<file path="config.mk">
export PLATFORM = sky130hd
export DESIGN_NAME = clock_step_controller
export DESIGN_NICKNAME = d
export VERILOG_FILES = /design/src/rtl/clock_step_controller.sv
export SDC_FILE = /design/constraint.sdc
export NUM_CORES = 1
export LEC_CHECK = 0
export ABC_AREA = 1
export CAP_MARGIN = 20
export CORE_ASPECT_RATIO = 0.6
export CORE_MARGIN = 1
export CORE_UTILIZATION = 47
export CTS_CLUSTER_SIZE = 24
export DETAILED_ROUTE_END_ITERATION = 12
export HOLD_SLACK_MARGIN = 0.1
export PLACE_DENSITY = 0.71
export SYNTH_ARGS = -nofsm -noshare
export SYNTH_HDL_FRONTEND = slang
export SYNTH_SLANG_ARGS = --single-unit
</file>
<file path="constraint.sdc">
create_clock -name clk -period 1 [get_ports clk]
set_input_delay 0.3 -clock clk [delete_from_list [all_inputs] [get_ports clk]]
set_output_delay 0.3 -clock clk [all_outputs]
set_load 0.01 [all_outputs]
</file>
<file path="src/rtl/clock_step_controller.sv">
// rtl/clock_step_controller.sv - clock-enable sequencer: run / single-step / instruction-step
// Optional whole-instruction stepping is enabled by defining INSTR_STEP_EN.
module clock_step_controller #(
    parameter int DEBOUNCE_CYCLES = 16
) (
    input  logic       clk,
    input  logic       rst,
    input  logic       step_btn_i,
    input  logic       run_i,
    input  logic [7:0] div_i,
    input  logic       halt_i,
    input  logic       instr_end_i,
    output logic       clk_en_o,
    output logic       running_o,
    output logic       busy_o,
    output logic       halted_o
);

    localparam int DW = $clog2(DEBOUNCE_CYCLES + 1);

    typedef enum logic [2:0] {
        IDLE   = 3'd0,
        RUN    = 3'd1,
        STEP   = 3'd2,
        INSTR  = 3'd3,
        HALTED = 3'd4
    } state_t;

    state_t        state;
    state_t        state_next;
    logic          btn_meta;
    logic          btn_sync;
    logic          run_meta;
    logic          run_sync;
    logic          db;
    logic          db_prev;
    logic [DW-1:0] db_cnt;
    logic          press;
    logic [7:0]    cnt;
    logic [7:0]    cnt_next;
    logic          en_next;
    logic          tick;

    // Synchronizers and debouncer; db only moves after a full stable window.
    always_ff @(posedge clk) begin
        if (rst) begin
            btn_meta <= 1'b0;
            btn_sync <= 1'b0;
            run_meta <= 1'b0;
            run_sync <= 1'b0;
            db       <= 1'b0;
            db_prev  <= 1'b0;
            db_cnt   <= '0;
        end else begin
            btn_meta <= step_btn_i;
            btn_sync <= btn_meta;
            run_meta <= run_i;
            run_sync <= run_meta;
            db_prev  <= db;
            if (btn_sync == db) begin
                db_cnt <= '0;
            end else if (db_cnt == DW'(DEBOUNCE_CYCLES)) begin
                db     <= btn_sync;
                db_cnt <= '0;
            end else begin
                db_cnt <= db_cnt + 1'b1;
            end
        end
    end

    assign press = db & ~db_prev;
    assign tick  = (cnt == div_i);

    always_ff @(posedge clk) begin
        if (rst) begin
            state    <= IDLE;
            cnt      <= '0;
            clk_en_o <= 1'b0;
        end else begin
            state    <= state_next;
            cnt      <= cnt_next;
            clk_en_o <= en_next;
        end
    end

    always_comb begin
        state_next = state;
        case (state)
            IDLE: begin
                if (run_sync) begin
                    state_next = RUN;
                end else if (press) begin
`ifdef INSTR_STEP_EN
                    state_next = INSTR;
`else
                    state_next = STEP;
`endif
                end
            end
            RUN: begin
                if (!run_sync) state_next = IDLE;
            end
            STEP: state_next = IDLE;
            INSTR: begin
`ifdef INSTR_STEP_EN
                if (run_sync) begin
                    state_next = RUN;
                end else if (clk_en_o && instr_end_i) begin
                    state_next = IDLE;
                end
`else
                state_next = IDLE;
`endif
            end
            HALTED: state_next = run_sync ? RUN : IDLE;
            default: state_next = IDLE;
        endcase
        if (halt_i) state_next = HALTED;
    end

`ifndef INSTR_STEP_EN
    logic unused_instr_end;
    assign unused_instr_end = instr_end_i;
`endif

    // Any state change restarts the divider and suppresses the enable for that cycle.
    always_comb begin
        en_next  = 1'b0;
        cnt_next = cnt;
        if (state_next != state) begin
            cnt_next = '0;
            en_next  = (state == IDLE) && (state_next == STEP);
        end else if (state == RUN || state == INSTR) begin
            if (tick) begin
                en_next  = 1'b1;
                cnt_next = '0;
            end else begin
                cnt_next = cnt + 8'd1;
            end
        end
    end

    assign running_o = (state == RUN);
    assign busy_o    = (state == STEP) || (state == INSTR);
    assign halted_o  = (state == HALTED);

endmodule

</file>
# Yosys cells after proc, flatten, opt, wreduce, memory -nomap -nowiden
# Index checks and enable logic that the tools add are counted.
# classes
n_addsub	2
n_mul	0
div_mod_pow	0
order_cmp	0
eq_ne	9
shifts	0
mux	10
n_bitwise	3
reduce_logical	7
# op_table
cell	count
$mux W3	4
$eq A3 B2 Y1 const B	3
$pmux W3 S3	1
$add A8 B1 Y8 const B	1
$eq A8 B8 Y1	1
$mux W8	1
$add A5 B1 Y5 const B	1
$eq A5 B5 Y1 const B	1
$mux W1	4
$eq A3 B1 Y1 const B	1
$eq A3 B3 Y1 const B	1
$logic_not A3 Y1	1
$ne A3 B3 Y1	1
$reduce_or A3 Y1	1
$logic_or A1 B1 Y1	2
$not A1 Y1	2
$reduce_and A2 Y1	1
$reduce_or A2 Y1	1
$and A1 B1 Y1	1
$eq A1 B1 Y1	1
$logic_and A1 B1 Y1	1
# word_totals
register_bits	23
latch_bits	0
ramBits	0
mem_bits_ro	0
inputBits	14
output_inout_bits	4
wordCells	41
mem_count	0

# Longest topological paths before layout
# depth
ltp_word	9
depth_mapped	9
mapped_depth_nobuf	9

# Least setup slack after synthesis
# No wires, ideal clock.
# synth_path
kind	reg-to-reg
startpoint	register db_cnt[0]
endpoint	register db_cnt[2]
setup_ns	0.078
t_arrival_ns	1.058
required_ns	0.922
setup_slack_ns	-0.135
path_stages_with_launch	7
n_path_buf	0
synth_period_minus_slack_ns	1.135
path_cell_list	dfxtp_1 -> inv_1 -> ha_1 -> nand2_1 -> nor3_1 -> a211o_1 -> nor3_1
# synth_between
elab_chain_cells	2
word_cells_on_any_way	3
cone_classes	1 x add/sub; 1 x eq/ne; 1 x reduce/logical
# synth_rtl
item	line	rtl
start: declaration	37	logic [DW-1:0] db_cnt;
start signal: assignment	66	db_cnt <= db_cnt + 1'b1;
branches (longest 2 deep; another with $add A5 B1 Y5)	-	
# Several ways; the timed one is not identified.
# A chain may end at the register's enable or synchronous reset.

# Final worst setup path
# layout_path
startpoint	register state[1]
endpoint	output port running_o
# layout_between
elab_chain_cells	1
# layout_rtl
item	line	rtl
start: declaration	29	state_t state;
start signal: assignment	80	state <= state_next;
$eq A3 B1 Y1	143	assign running_o = (state == RUN);
end: declaration	14	output logic running_o,
# Every way passes these cells.

==> impl_results.md <==
* CTS tree: done
* Core area at 2210 µm²
* Hold Crit Endpoint: btn_sync
* Number of flops mapped to enable cells by yosys at 0
* Total wire length at 3550 µm
* Maxcap violations at 0
* CTS sink count at 23
* DRC Markers at 0
* Yosys top cell by area: dfxtp_1
* Reg-to-reg critical path startpoint: state[1]
* M2 GR Usage at 0.541
* Worst-Skew Late Latency at 270 ps
* 1st-iter DRT viols at 41
* Most frequent cells in the layout: 25 x buf_4, 22 x nand2_1, 19 x inv_1
* Top FF cell, synth: dfxtp_1
* Final Cycle Share at 1.30
* PD cells at 949 nW/µm²
* Max_slew headroom at 0.848
* Asr flop ratio synth at 0
* Layout net count at 227
* Wirelength per Cell at 14.8 µm
* Total grt overflow at 0
* Vias in the first global route at 1119
* Die X at 65.4 µm
* Slew Limit Fails at 0
* Top cell type's share of synthesized area at 0.407
* Hold depth at 2
* Post-Syn Nets at 174
* Final hold vios at 0
* FF/Latch Area at 477 µm²
* First-pass GRT wire length at 4930 µm
* Yosys reg bits at 23
* TritonCTS buffer count at 3
* Cts hold-fix bufs at 0
* Initial antenna violation count at 0
* Final WS setup at -301 ps
* Count of final setup violators at 21
* CP Max Fanout at 4
* Synth cell types at 23
* Minimum clock period at 1300 ps
* Clk slew on worst S/H paths at 80 ps
* Die footprint at 2620 µm²
* CTS Buffer Depth at 2
* Worst-Margin Slew at 227 ps
* Met3 GRT Util at 0.0710
* Violated checks: setup timing
* M1 GR Usage at 0.295
* Req. time, crit path at 700 ps
* Register area share after synthesis at 0.407
* Worst endpoint data arrival time at 1000 ps
* Hold path startpoint: btn_meta
* Rows at 13
* PortBufs at 16
* Hold Path Class: flip-flop to flip-flop
* Critical Path Start Type: flip-flop
* Worst setup EP type: output pin
* Largest net degree at the start of global routing at 13
* H-tree lvl count at 1
* RSZ-0062 raised after global routing: yes
* Die H at 40.0 µm
* Filler cells at 128
* Most common cell after layout, fill and taps aside: buf_4
* Crit Path Class: flip-flop to output pin
* Worst r2r path cells at 8
* Status: complete, but fails checks
* Root Buffer: clkbuf_8
* Drt via density at 5.12
* Cell area after synthesis at 1130 µm²
* R2r setup slk at -270 ps
* Clock skew at 7.55 ps
* Syn_area_per_cell at 7.21 µm²
* # IOs at 18
* Area contributors post-synth: dfxtp_1 41%, nand2_1 9.9%, inv_1 8.3%
* Multi-input gate area in the final layout at 742 µm²
* Max IR drop VDD at 0.884 mV
* Initial Utilization at 0.512
* Grt peak-use layer: met2
* Post-route setup TNS at -4060 ps
* Pre-CTS WS at -625 ps
* RD Place Congestion at 0.859
* Ant diodes at 0
* Fmax achieved at 0.769 GHz
* First drt pass iteration count at 4
* Lkg Pwr at 0.000825 µW
* DRT antenna net count at 0
* Synth-to-layout area growth at 62.0%
* Layout cells sized above 1 at 0.445
* Synth warnings at 0
* Tot GR Track Use at 0.267
* HPWL after detailed placement at 2060 µm
* Cells after Synth at 157
* R2r endpoint: clk_en_o
* Routed via count at 1223
[cell usage after synthesis, types with 2 or more instances]
library cell,number
nand2_1,30
inv_1,25
dfxtp_1,23
nor2_1,22
nand3_1,14
nor3_1,8
xnor2_1,5
xor2_1,5
a21oi_1,3
ha_1,3
nand4_1,3
o21ai_0,3
inv_2,2
nand3_2,2
[repair_timing]
| action | CTS | global route |
|---|---|---|
| setup endpoints to repair | 21 | 21 |
| setup buffers | 5 | 2 |
| pin swaps | 27 | 10 |
| endpoints found under the hold margin | 0 | 0 |
| resized for setup | 58 | 22 |
[metrics by stage]
step | total power [µW] | instances | hold slack [ps] | util | area [µm²]
floorplan | 1050 | 157 | 371 | - | 1180
detailed placement | 1140 | 228 | 397 | 0.709 | 1570
CTS | 1710 | 237 | 386 | 0.790 | 1750
global placement | 1130 | 228 | 390 | 0.709 | 1570
global route | 1800 | 239 | 418 | 0.829 | 1830
finish | 1740 | 239 | 407 | 0.829 | 1830
[cell families after synthesis]
family	Yosys count	synth area share
AOI/OAI and AO/OA	8	0.0409
DFF	23	0.407
adders and majority gates	3	0.0332
and+or+nand+nor	84	0.344
xor gates and xnor gates	10	0.0773
buffers and inverters	29	0.0983
[metal layers]
| layer | part of all wire | wire [µm] |
|---|---|---|
| met1 | 0.42 | 1480 |
| met2 | 0.53 | 1870 |
| met3 | 0.046 | 165 |
| met4 | 0.0082 | 29 |
| met5 | 0 | 0 |
[worst max-delay path, cell delays in order (launching register included)]
cell and delay (ps):
dfxtp_4 370, buf_6 120, nor2_4 120, buf_6 110
[layout make-up]
cell class / count / area share
Multi-Input combinational cell: 105 / 0.405
Sequential cell: 23 / 0.260
Timing Repair Buffer: 49 / 0.228
Inverter: 28 / 0.0628
Clock buffer: 4 / 0.0246
Tap cell: 30 / 0.0205
[power breakdown]
group	internal [µW]	total (µW)	switching, µW	leakage, µW
Combinational	101	218	117	0.000611
Sequential	925	934	9.29	0.000192
Clock	285	588	303	0.0000228
Total	1310	1740	430	0.000825
[registers in the layout, summed over array words and instances, names as in the netlist]
register,cells
db_prev,1
state,3
db_cnt,5
run_sync,1
db,1
btn_meta,1
cnt,8
run_meta,1
clk_en_o,1
btn_sync,1
[how the worst max path moves through the flow]
stage / startpoint / endpoint / cells after the start
after floorplan: db_cnt[0] / db_cnt[2] / 6
after global placement: halt_i / cnt[5] / 8
after detailed placement: halt_i / clk_en_o / 10
after CTS: state[1] / halted_o / 2
after global routing: state[0] / clk_en_o / 9
final: state[1] / running_o / 3
No activity file was read; power rests on OpenSTA's default activity.
